### config.mk
export PLATFORM = sky130hd
export DESIGN_NAME = fetch_unit_flat
export DESIGN_NICKNAME = d
export VERILOG_FILES = /design/src/rtl/fetch_unit_if.sv /design/src/rtl/fetch_unit.sv /design/src/flat_wrapper.sv
export SDC_FILE = /design/constraint.sdc
export NUM_CORES = 1
export LEC_CHECK = 0
export ABC_AREA = 1
export ABC_CLOCK_PERIOD_IN_PS = 2400
export BUFFER_PORTS_ARGS = -buffer_cell sky130_fd_sc_hd__buf_4
export CAP_MARGIN = 20
export CORE_MARGIN = 2
export CORE_UTILIZATION = 50
export CTS_BUF_LIST = sky130_fd_sc_hd__clkbuf_16
export CTS_CLUSTER_SIZE = 16
export DETAILED_ROUTE_END_ITERATION = 16
export PLACE_DENSITY = 0.77
export SLEW_MARGIN = 10
export SYNTH_ARGS = -nofsm -noshare
export SYNTH_HDL_FRONTEND = slang
export SYNTH_SLANG_ARGS = --single-unit
### constraint.sdc
create_clock -name clock_in -period 2.4 [get_ports clock_in]
set_input_delay 0.12 -clock clock_in [delete_from_list [all_inputs] [get_ports clock_in]]
set_output_delay 0.12 -clock clock_in [all_outputs]
set_load 0.005 [all_outputs]
### src/rtl/fetch_unit_if.sv
// Bundle of the fetch stage's memory read port, redirect input and decode handshake.
// The master modport is the fetch unit's view; slave is the memory/decode/execute side.
interface fetch_unit_if;
  logic [31:0] mem_addr_out;
  logic        mem_read_out;
  logic        mem_valid_in;
  logic [31:0] mem_data_in;
  logic        redirect_valid_in;
  logic [31:0] redirect_pc_in;
  logic        inst_valid_out;
  logic [31:0] inst_data_out;
  logic [31:0] inst_pc_out;
  logic        inst_ready_in;

  modport master (
    output mem_addr_out, mem_read_out, inst_valid_out, inst_data_out, inst_pc_out,
    input  mem_valid_in, mem_data_in, redirect_valid_in, redirect_pc_in, inst_ready_in
  );

  modport slave (
    input  mem_addr_out, mem_read_out, inst_valid_out, inst_data_out, inst_pc_out,
    output mem_valid_in, mem_data_in, redirect_valid_in, redirect_pc_in, inst_ready_in
  );
endinterface

### src/rtl/fetch_unit.sv
// Core101 instruction fetch: one outstanding memory read, 2-entry {pc, word} queue
// towards decode, and redirect handling that drains any read memory cannot abort.
module fetch_unit #(
  parameter logic [31:0] RESET_PC = 32'h0000_0000
) (
  input  logic         clock_in,
  input  logic         reset_in,
  fetch_unit_if.master bus
);

  typedef enum logic [1:0] {
    ST_IDLE  = 2'd0,
    ST_REQ   = 2'd1,
    ST_DRAIN = 2'd2
  } state_t;

  state_t      state_r, state_s;
  logic [31:0] pc_r, pc_s;
  logic [31:0] req_addr_r, req_addr_s;
  logic [1:0]  count_r, count_s;
  logic [31:0] q_pc_r [0:1];
  logic [31:0] q_data_r [0:1];
  logic [31:0] q_pc_s [0:1];
  logic [31:0] q_data_s [0:1];
  logic        mem_read_r, mem_read_s;
  logic        inst_valid_r, inst_valid_s;

  logic [31:0] redirect_pc_s;
  logic        complete_s;
  logic        pop_s;
  logic        push_s;
  logic [1:0]  count_after_pop_s;

  assign bus.mem_addr_out   = req_addr_r;
  assign bus.mem_read_out   = mem_read_r;
  assign bus.inst_valid_out = inst_valid_r;
  assign bus.inst_data_out  = q_data_r[0];
  assign bus.inst_pc_out    = q_pc_r[0];

  // Next-state, queue and PC update logic
  always_comb begin
    state_s    = state_r;
    pc_s       = pc_r;
    req_addr_s = req_addr_r;
    q_pc_s     = q_pc_r;
    q_data_s   = q_data_r;

    redirect_pc_s     = {bus.redirect_pc_in[31:2], 2'b00};
    complete_s        = mem_read_r && bus.mem_valid_in;
    // A redirect flushes the queue, so decode never sees a pop in that cycle.
    pop_s             = (count_r != 2'd0) && bus.inst_ready_in && !bus.redirect_valid_in;
    push_s            = (state_r == ST_REQ) && complete_s && !bus.redirect_valid_in;
    count_after_pop_s = count_r - {1'b0, pop_s};

    if (bus.redirect_valid_in) begin
      count_s = 2'd0;
    end else begin
      count_s = count_after_pop_s + {1'b0, push_s};
    end

    // Head lives in slot 0; an emptied queue leaves slot 0 untouched so the outputs hold.
    if (pop_s && (count_r == 2'd2)) begin
      q_pc_s[0]   = q_pc_r[1];
      q_data_s[0] = q_data_r[1];
    end else begin
      q_pc_s[0]   = q_pc_s[0];
    end
    if (push_s) begin
      if (count_after_pop_s == 2'd0) begin
        q_pc_s[0]   = req_addr_r;
        q_data_s[0] = bus.mem_data_in;
      end else begin
        q_pc_s[1]   = req_addr_r;
        q_data_s[1] = bus.mem_data_in;
      end
    end else begin
      q_pc_s[1] = q_pc_s[1];
    end

    if (bus.redirect_valid_in) begin
      pc_s = redirect_pc_s;
      if ((state_r != ST_IDLE) && !complete_s) begin
        state_s = ST_DRAIN;
      end else begin
        req_addr_s = redirect_pc_s;
        state_s    = ST_REQ;
      end
    end else begin
      case (state_r)
        ST_IDLE: begin
          if (count_after_pop_s < 2'd2) begin
            req_addr_s = pc_r;
            state_s    = ST_REQ;
          end else begin
            state_s = ST_IDLE;
          end
        end
        ST_REQ: begin
          if (complete_s) begin
            pc_s = req_addr_r + 32'd4;
            if (count_s < 2'd2) begin
              req_addr_s = req_addr_r + 32'd4;
              state_s    = ST_REQ;
            end else begin
              state_s = ST_IDLE;
            end
          end else begin
            state_s = ST_REQ;
          end
        end
        ST_DRAIN: begin
          if (complete_s) begin
            req_addr_s = pc_r;
            state_s    = ST_REQ;
          end else begin
            state_s = ST_DRAIN;
          end
        end
        default: begin
          state_s = ST_IDLE;
        end
      endcase
    end

    mem_read_s   = (state_s != ST_IDLE);
    inst_valid_s = (count_s != 2'd0);
  end

  // State, queue and registered-output update
  always_ff @(posedge clock_in) begin
    if (reset_in) begin
      state_r      <= ST_IDLE;
      pc_r         <= RESET_PC;
      req_addr_r   <= RESET_PC;
      count_r      <= 2'd0;
      q_pc_r[0]    <= 32'd0;
      q_pc_r[1]    <= 32'd0;
      q_data_r[0]  <= 32'd0;
      q_data_r[1]  <= 32'd0;
      mem_read_r   <= 1'b0;
      inst_valid_r <= 1'b0;
    end else begin
      state_r      <= state_s;
      pc_r         <= pc_s;
      req_addr_r   <= req_addr_s;
      count_r      <= count_s;
      q_pc_r[0]    <= q_pc_s[0];
      q_pc_r[1]    <= q_pc_s[1];
      q_data_r[0]  <= q_data_s[0];
      q_data_r[1]  <= q_data_s[1];
      mem_read_r   <= mem_read_s;
      inst_valid_r <= inst_valid_s;
    end
  end

endmodule

### src/flat_wrapper.sv
// flat-port wrapper written by rule: the top's interface ports become plain ports
module fetch_unit_flat 
#(
  parameter logic [31:0] RESET_PC = 32'h0000_0000
)
  (clock_in, reset_in, bus_mem_addr_out, bus_mem_read_out, bus_inst_valid_out, bus_inst_data_out, bus_inst_pc_out, bus_mem_valid_in, bus_mem_data_in, bus_redirect_valid_in, bus_redirect_pc_in, bus_inst_ready_in);
  fetch_unit_if bus_i ();
  input  logic clock_in;
  input  logic reset_in;
  output wire logic [$bits(bus_i.mem_addr_out)-1:0] bus_mem_addr_out;
  output wire logic [$bits(bus_i.mem_read_out)-1:0] bus_mem_read_out;
  output wire logic [$bits(bus_i.inst_valid_out)-1:0] bus_inst_valid_out;
  output wire logic [$bits(bus_i.inst_data_out)-1:0] bus_inst_data_out;
  output wire logic [$bits(bus_i.inst_pc_out)-1:0] bus_inst_pc_out;
  input wire logic [$bits(bus_i.mem_valid_in)-1:0] bus_mem_valid_in;
  input wire logic [$bits(bus_i.mem_data_in)-1:0] bus_mem_data_in;
  input wire logic [$bits(bus_i.redirect_valid_in)-1:0] bus_redirect_valid_in;
  input wire logic [$bits(bus_i.redirect_pc_in)-1:0] bus_redirect_pc_in;
  input wire logic [$bits(bus_i.inst_ready_in)-1:0] bus_inst_ready_in;
  assign bus_mem_addr_out = bus_i.mem_addr_out;
  assign bus_mem_read_out = bus_i.mem_read_out;
  assign bus_inst_valid_out = bus_i.inst_valid_out;
  assign bus_inst_data_out = bus_i.inst_data_out;
  assign bus_inst_pc_out = bus_i.inst_pc_out;
  assign bus_i.mem_valid_in = bus_mem_valid_in;
  assign bus_i.mem_data_in = bus_mem_data_in;
  assign bus_i.redirect_valid_in = bus_redirect_valid_in;
  assign bus_i.redirect_pc_in = bus_redirect_pc_in;
  assign bus_i.inst_ready_in = bus_inst_ready_in;
  fetch_unit #(.RESET_PC(RESET_PC)) u_core (.clock_in(clock_in), .reset_in(reset_in), .bus(bus_i));
endmodule
## Word level (Yosys, flattened, before mapping)

Cells that the tools add are included.

| word-level totals | value |
|---|---|
| register bits after elaboration | 198 |
| word-level logic and storage cells | 73 |

| operators by class | value |
|---|---|
| add/subtract/negate cells | 3 |
| $lt $le $gt $ge | 2 |
| equal/unequal tests | 8 |
| multiplexer cells | 25 |
| bitwise operators | 1 |
| reduce and logical (&&, ||, !) cells | 23 |

Operator list:

| operator | count |
|---|---|
| 32-bit 2-to-1 mux | 15 |
| 32-bit case mux with 3 select lines | 1 |
| 64-bit 2-to-1 mux | 1 |
| 32-bit by 3-bit adder with 32-bit output, second input constant | 1 |
| 2-bit nonzero test | 6 |
| 3-bit by 2-bit != test with 1-bit output, second input constant | 3 |
| 2-bit 2-to-1 mux | 4 |
| 1-bit logical AND | 7 |
| 2-bit case mux with 3 select lines | 1 |
| 2-bit AND reduction | 3 |
| 6-bit AND reduction | 1 |
| 2-bit == test, second input constant | 2 |
| 2-bit zero test | 2 |
| 2-bit < comparator, second input constant | 2 |
| 4-bit nonzero test | 1 |
| 1-bit 2-to-1 mux | 3 |
| 3-bit != test, second input constant | 1 |
| 2-bit by 1-bit adder with 2-bit output | 1 |
| 2-bit by 1-bit == test with 1-bit output, second input constant | 1 |
| 1-bit zero test | 2 |
| 2-bit != test, second input constant | 1 |
| 2-bit OR reduction | 1 |
| 2-bit by 1-bit subtractor with 2-bit output | 1 |
| 1-bit inverter | 1 |

## Depth between registers and ports, before layout

| depth | value |
|---|---|
| depth in word-level cells | 12 |
| depth in mapped cells | 15 |
| mapped depth without buffers | 13 |

## Worst setup path after synthesis

OpenSTA, ideal clock, no wires.

| path | value |
|---|---|
| path type | register to register |
| start point | register u_core.state_r[1] |
| end point | register u_core.req_addr_r[12], in the netlist u_core.bus.mem_addr_out[12] |
| setup time | 0.070 ns |
| data arrival time | 2.037 ns |
| data required time | 2.330 ns |
| slack | 0.294 ns |
| cell stages (with the launch flop) | 15 |
| path buffers | 3 |
| path through | dfxtp_1 -> inv_2 -> nand2_2 -> nor2_2 -> inv_2 -> nor2_4 -> buf_2 -> buf_2 -> ha_1 -> nand3b_1 -> nand4_1 -> nand2_4 -> buf_2 -> nor2_1 -> a21oi_1 |

| on the way | value |
|---|---|
| cells in the longest elaborated chain, start to end | 8 |
| elaborated cells on any way between the ends | 19 |
| those cells by class | add/sub (1); order compare (1); eq/ne (7); mux (3); reduce/logical (7) |

RTL lines:

| element | RTL line | RTL |
|---|---|---|
| start, declared | fetch_unit.sv:17 | `state_t state_r, state_s;` |
| start signal, assigned | fetch_unit.sv:143 | `state_r <= state_s;` |
| 2-bit by 1-bit == test with 1-bit output | fetch_unit.sv:52, fetch_unit.sv:89 |  |
| 1-bit logical AND (2 in a row) | fetch_unit.sv:52 | `push_s = (state_r == ST_REQ) && complete_s && !bus.redirect_valid_in;` |
| 2-bit by 1-bit adder with 2-bit output | fetch_unit.sv:58 | `count_s = count_after_pop_s + {1'b0, push_s};` |
| 2-bit 2-to-1 mux | fetch_unit.sv:55 | `if (bus.redirect_valid_in) begin` |
| 2-bit < comparator | fetch_unit.sv:101 | `if (count_s < 2'd2) begin` |
| 3-bit != test (no line) | n/a |  |
| 6-bit AND reduction (no line) | n/a |  |
| end signal, assigned | fetch_unit.sv:145 | `req_addr_r <= req_addr_s;` |
| end, declared | fetch_unit.sv:19 | `logic [31:0] req_addr_r, req_addr_s;` |

Parallel ways exist; a longest one is shown, timed or not.
A chain may end at the register's enable or synchronous reset.

## Worst setup path after layout

| path | value |
|---|---|
| start point | register u_core.count_r[1] |
| end point | register u_core.req_addr_r[6], in the netlist u_core.bus.mem_addr_out[6] |

| on the way | value |
|---|---|
| cells in the longest elaborated chain, start to end | 9 |
| elaborated cells on any way between the ends | 11 |
| those cells by class | add/sub (2); order compare (2); eq/ne (2); mux (1); reduce/logical (4) |

RTL lines:

| element | RTL line | RTL |
|---|---|---|
| start, declared | fetch_unit.sv:20 | `logic [1:0] count_r, count_s;` |
| start signal, assigned | fetch_unit.sv:146 | `count_r <= count_s;` |
| 2-bit nonzero test | fetch_unit.sv:51 | `pop_s = (count_r != 2'd0) && bus.inst_ready_in && !bus.redirect_valid_in;` |
| 1-bit logical AND (2 in a row) | fetch_unit.sv:51 |  |
| 2-bit by 1-bit subtractor with 2-bit output * | fetch_unit.sv:53 | `count_after_pop_s = count_r - {1'b0, pop_s};` |
| 2-bit by 1-bit adder with 2-bit output | fetch_unit.sv:58 |  |
| 2-bit 2-to-1 mux | fetch_unit.sv:55 |  |
| 2-bit < comparator | fetch_unit.sv:101 |  |
| 3-bit != test (no line) | n/a |  |
| 6-bit AND reduction (no line) * | n/a |  |

Mark *: on every way between the ends. The rest lies on a longest branch, timed or not.

==> results.yml <==
setup_path:
  max_stage_delay_ps: 340
  reg2reg_slack_ps: 260
  path_delay_family: "simple AND/OR/NAND/NOR gates"
  critPathLaunchType: "flop"
  reg2reg_from: "u_core.count_r[1]$_SDFF_PP0_"
  r2r-end: "u_core.bus.mem_addr_out[6]$_SDFFE_PP0P_"
  cp.arrival_ps: 2460
  critPathCaptureType: "flop"
  cp_cell_sequence: "inv_2 -> a21oi_4 -> ha_1 -> inv_1 -> ha_1 -> nand3b_1 -> nand4_1 -> nand2_4 -> buf_12 -> inv_1 -> nor2_1 -> nor2_1"
  worstSetupPathType: "flop to flop"
  cp_data_required_time_ps: 2720
  r2r_cells: 12
  critPathSlowestCell: "dfxtp_1"
  cp.buffers_inverters: 4
  cp_max_fo: 54
synth:
  avgSynthCellArea_sq_um: 6.77
  syn-num-nets: 1533
  syn-cell-area_sq_um: 9890
  synth-main-ff-cell: "dfxtp_1"
  synth_top_area_share_pct: 40.1
  async_flop_share_pct: 0
  syn_inst: 1461
  ys_ff_latch: 198
  synthTopCellsByArea: "dfxtp_1 (40%), nand2_1 (11%), o21ai_0 (11%), nor2_1 (8.3%), a21oi_1 (5.6%)"
  synth_cell_types: 35
  synth_area_leader_cell: "dfxtp_1"
  ys_seq_area_share_pct: 40.1
  synth_warnings: 0
  synth_enable_flop_cells: 0
pwr:
  switching_share_pct: 27.6
  vdd_drop_max_mv: 0.483
  cellInternalPower_uw: 5470
  power_switching_uw: 2090
  total_leakage_power_uw: 0.00480
  power.density_nw_per_um2: 646
  seq_power_share_pct: 48.3
  combPwrFrac_pct: 14.9
  clockPowerShare_pct: 36.9
floorplanning:
  chipHeight_um: 145
  row_count: 51
  io_pins: 167
  dieArea_sq_um: 20900
  die_w_um: 145
  coreArea_sq_um: 19500
  start_util_pct: 50.8
hold_path:
  hold-path-endpoint: "u_core.pc_r[10]$_SDFFE_PP0P_"
  hold-path-cell-count: 3
  hold_path_startpoint: "bus_redirect_pc_in[10]"
  hold_class: "primary input to flop"
sta:
  rsz0062_at_grt: "false"
  slew_violations: 0
  skew_ps: 8.40
  setup_viol_count_final: 0
  period_share_pct: 89.3
  finalSetupTns_ps: 0
  maxSlewHeadroom_pct: 67.5
  period_minus_slack_ps: 2140
  tightest_slew_ps: 488
  max_freq_mhz: 467
  hold_violations: 0
placed_design:
  placed_cell_area_sq_um: 10800
  port_buffers: 164
  routabilityCongestion: 0.919
  hpwl_um: 16300
  place_inst: 1767
clock_tree:
  cts_max_path_buffers: 2
  cts_made_buffers: 17
  clk_latency_ps: 430
  postCtsResizedCells: 0
  cts_tree: "done"
  clkSinkCount: 198
  cts.htree.levels: 4
  clkTransAtPathRegs_ps: 70
  root_buffer: "clkbuf_16"
routing:
  detail_route.first_pass.iterations: 5
  ant_nets: 0
  finalWirelength_um: 25100
  vias: 9385
  avgRoutedWirePerCell_um: 13.7
  drc: 0
  viasPerCell: 5.13
  drtIter0Drc: 684
cells_and_area:
  diodes: 0
  drive_above_1_share_pct: 15.6
  layout.cells.most_common_list: "nand2_1 (296), nor2_1 (218), o21ai_0 (212), dfxtp_1 (198), buf_4 (180)"
  final-seq-area_sq_um: 3960
  area_growth_syn_to_layout_pct: 18.1
  final_cell_count_no_fill: 1831
  final_cell_area_sq_um: 11700
  layout_commonest_cell: "nand2_1"
  multiInputGateArea_sq_um: 4470
  n_fill_cell: 1806
  layout.nets: 1626
grt:
  grt_pass1_wl_um: 40000
  antenna_found_initial: 0
  grtUsageTotal_pct: 23.9
  grt_max_degree: 101
  grt_pass1_vias: 8277
  gr-total-overflow: 0
run:
  maxCapViolations: 0
run_status:
  status: "finished, final reports clean"
==> synthesized netlist by cell type (11+ instances only) <==
master / number
a21oi_1: 110
a31oi_1: 11
buf_2: 19
buf_4: 66
buf_6: 12
clkbuf_1: 45
dfxtp_1: 198
inv_1: 140
nand2_1: 296
nand3_1: 51
nor2_1: 218
o21a_1: 20
o21ai_0: 212
==> cells by family (layout without fill, tap and decap cells) <==
| logic type | count (synthesis) | after routing | synth area share, % |
|---|---|---|---|
| AO/OA/AOI/OAI | 368 | 368 | 19.9 |
| AND/OR/NAND/NOR | 589 | 589 | 23.9 |
| buffers and inverters | 292 | 397 | 14.8 |
| adder cells (fa/ha/maj) | 3 | 3 | 0.379 |
| XOR/XNOR | 11 | 11 | 0.974 |
| flip-flops | 198 | 198 | 40.1 |
==> worst max-delay path by stage <==
stage | start | slack [ps] | endpoint | cells past startpoint
2_1_floorplan | u_core.state_r[1]$_SDFF_PP0_ | 290 | u_core.bus.mem_addr_out[12]$_SDFFE_PP0P_ | 14
3_3_place_gp | bus_redirect_valid_in | 340 | u_core.bus.mem_addr_out[6]$_SDFFE_PP0P_ | 14
6_report | u_core.count_r[1]$_SDFF_PP0_ | 260 | u_core.bus.mem_addr_out[6]$_SDFFE_PP0P_ | 12
4_1_cts | u_core.count_r[1]$_SDFF_PP0_ | 260 | u_core.bus.mem_addr_out[3]$_SDFFE_PP0P_ | 12
3_5_place_dp | u_core.count_r[1]$_SDFF_PP0_ | 270 | u_core.bus.mem_addr_out[3]$_SDFFE_PP0P_ | 12
5_1_grt | u_core.count_r[1]$_SDFF_PP0_ | 50 | u_core.bus.mem_addr_out[3]$_SDFFE_PP0P_ | 12
==> power by group through the flow <==
stage	clock, uW	sequential (uW)	combinational (uW)
global placement	0	3710	1040
global route	2980	3670	1270
floorplan	0	3640	710
CTS	2840	3640	1120
detailed placement	0	3710	1070
finish	2790	3650	1120
==> stage by stage <==
stage	worst slack [ps]	total power (uW)	utilization, %	hold WS [ps]
CTS	265	7590	60.1	8.86
detailed placement	266	4780	55.5	401
global route	46.5	7910	60.1	12.7
finish	257	7550	60.1	12.1
global placement	339	4760	55.5	396
floorplan	294	4350	-	290
==> repair_timing <==
item,CTS,global route
endpoints found under the hold margin,65,0
buffers inserted,0,0
hold buffers,33,0
==> worst reg2reg max path, stage by stage, from the launching register on <==
cell	delay (ps)
dfxtp_1	340
inv_2	70
a21oi_4	150
ha_1	250
inv_1	60
ha_1	150
nand3b_1	130
nand4_1	180
nand2_4	130
buf_12	230
inv_1	170
nor2_1	110
nor2_1	50
==> final cells by class <==
cell class | count | area share (%)
sequential | 198 | 33.9
multi-input combinational | 971 | 38.3
inverter | 147 | 4.77
tap | 265 | 2.84
timing repair buffer | 219 | 15.4
clock buffer | 17 | 3.64
clock inverter | 14 | 1.16
==> flip-flops by register name, summed over array words and instances (netlist names) <==
register	count
u_core.q_pc_r	32
u_core.state_r	2
u_core.pc_r	32
u_core.bus.inst_pc_out	32
u_core.q_data_r	32
u_core.bus.mem_read_out	1
u_core.bus.inst_valid_out	1
u_core.bus.inst_data_out	32
u_core.count_r	2
u_core.bus.mem_addr_out	32
==> routing by layer <==
| metal | wire (um) | track usage (%) |
|---|---|---|
| met5 | 0 | 0 |
| met4 | 656 | 9.20 |
| met3 | 1730 | 4.90 |
| met2 | 11300 | 37.7 |
| met1 | 11400 | 32.2 |
Power figures use the tool's default switching activity.
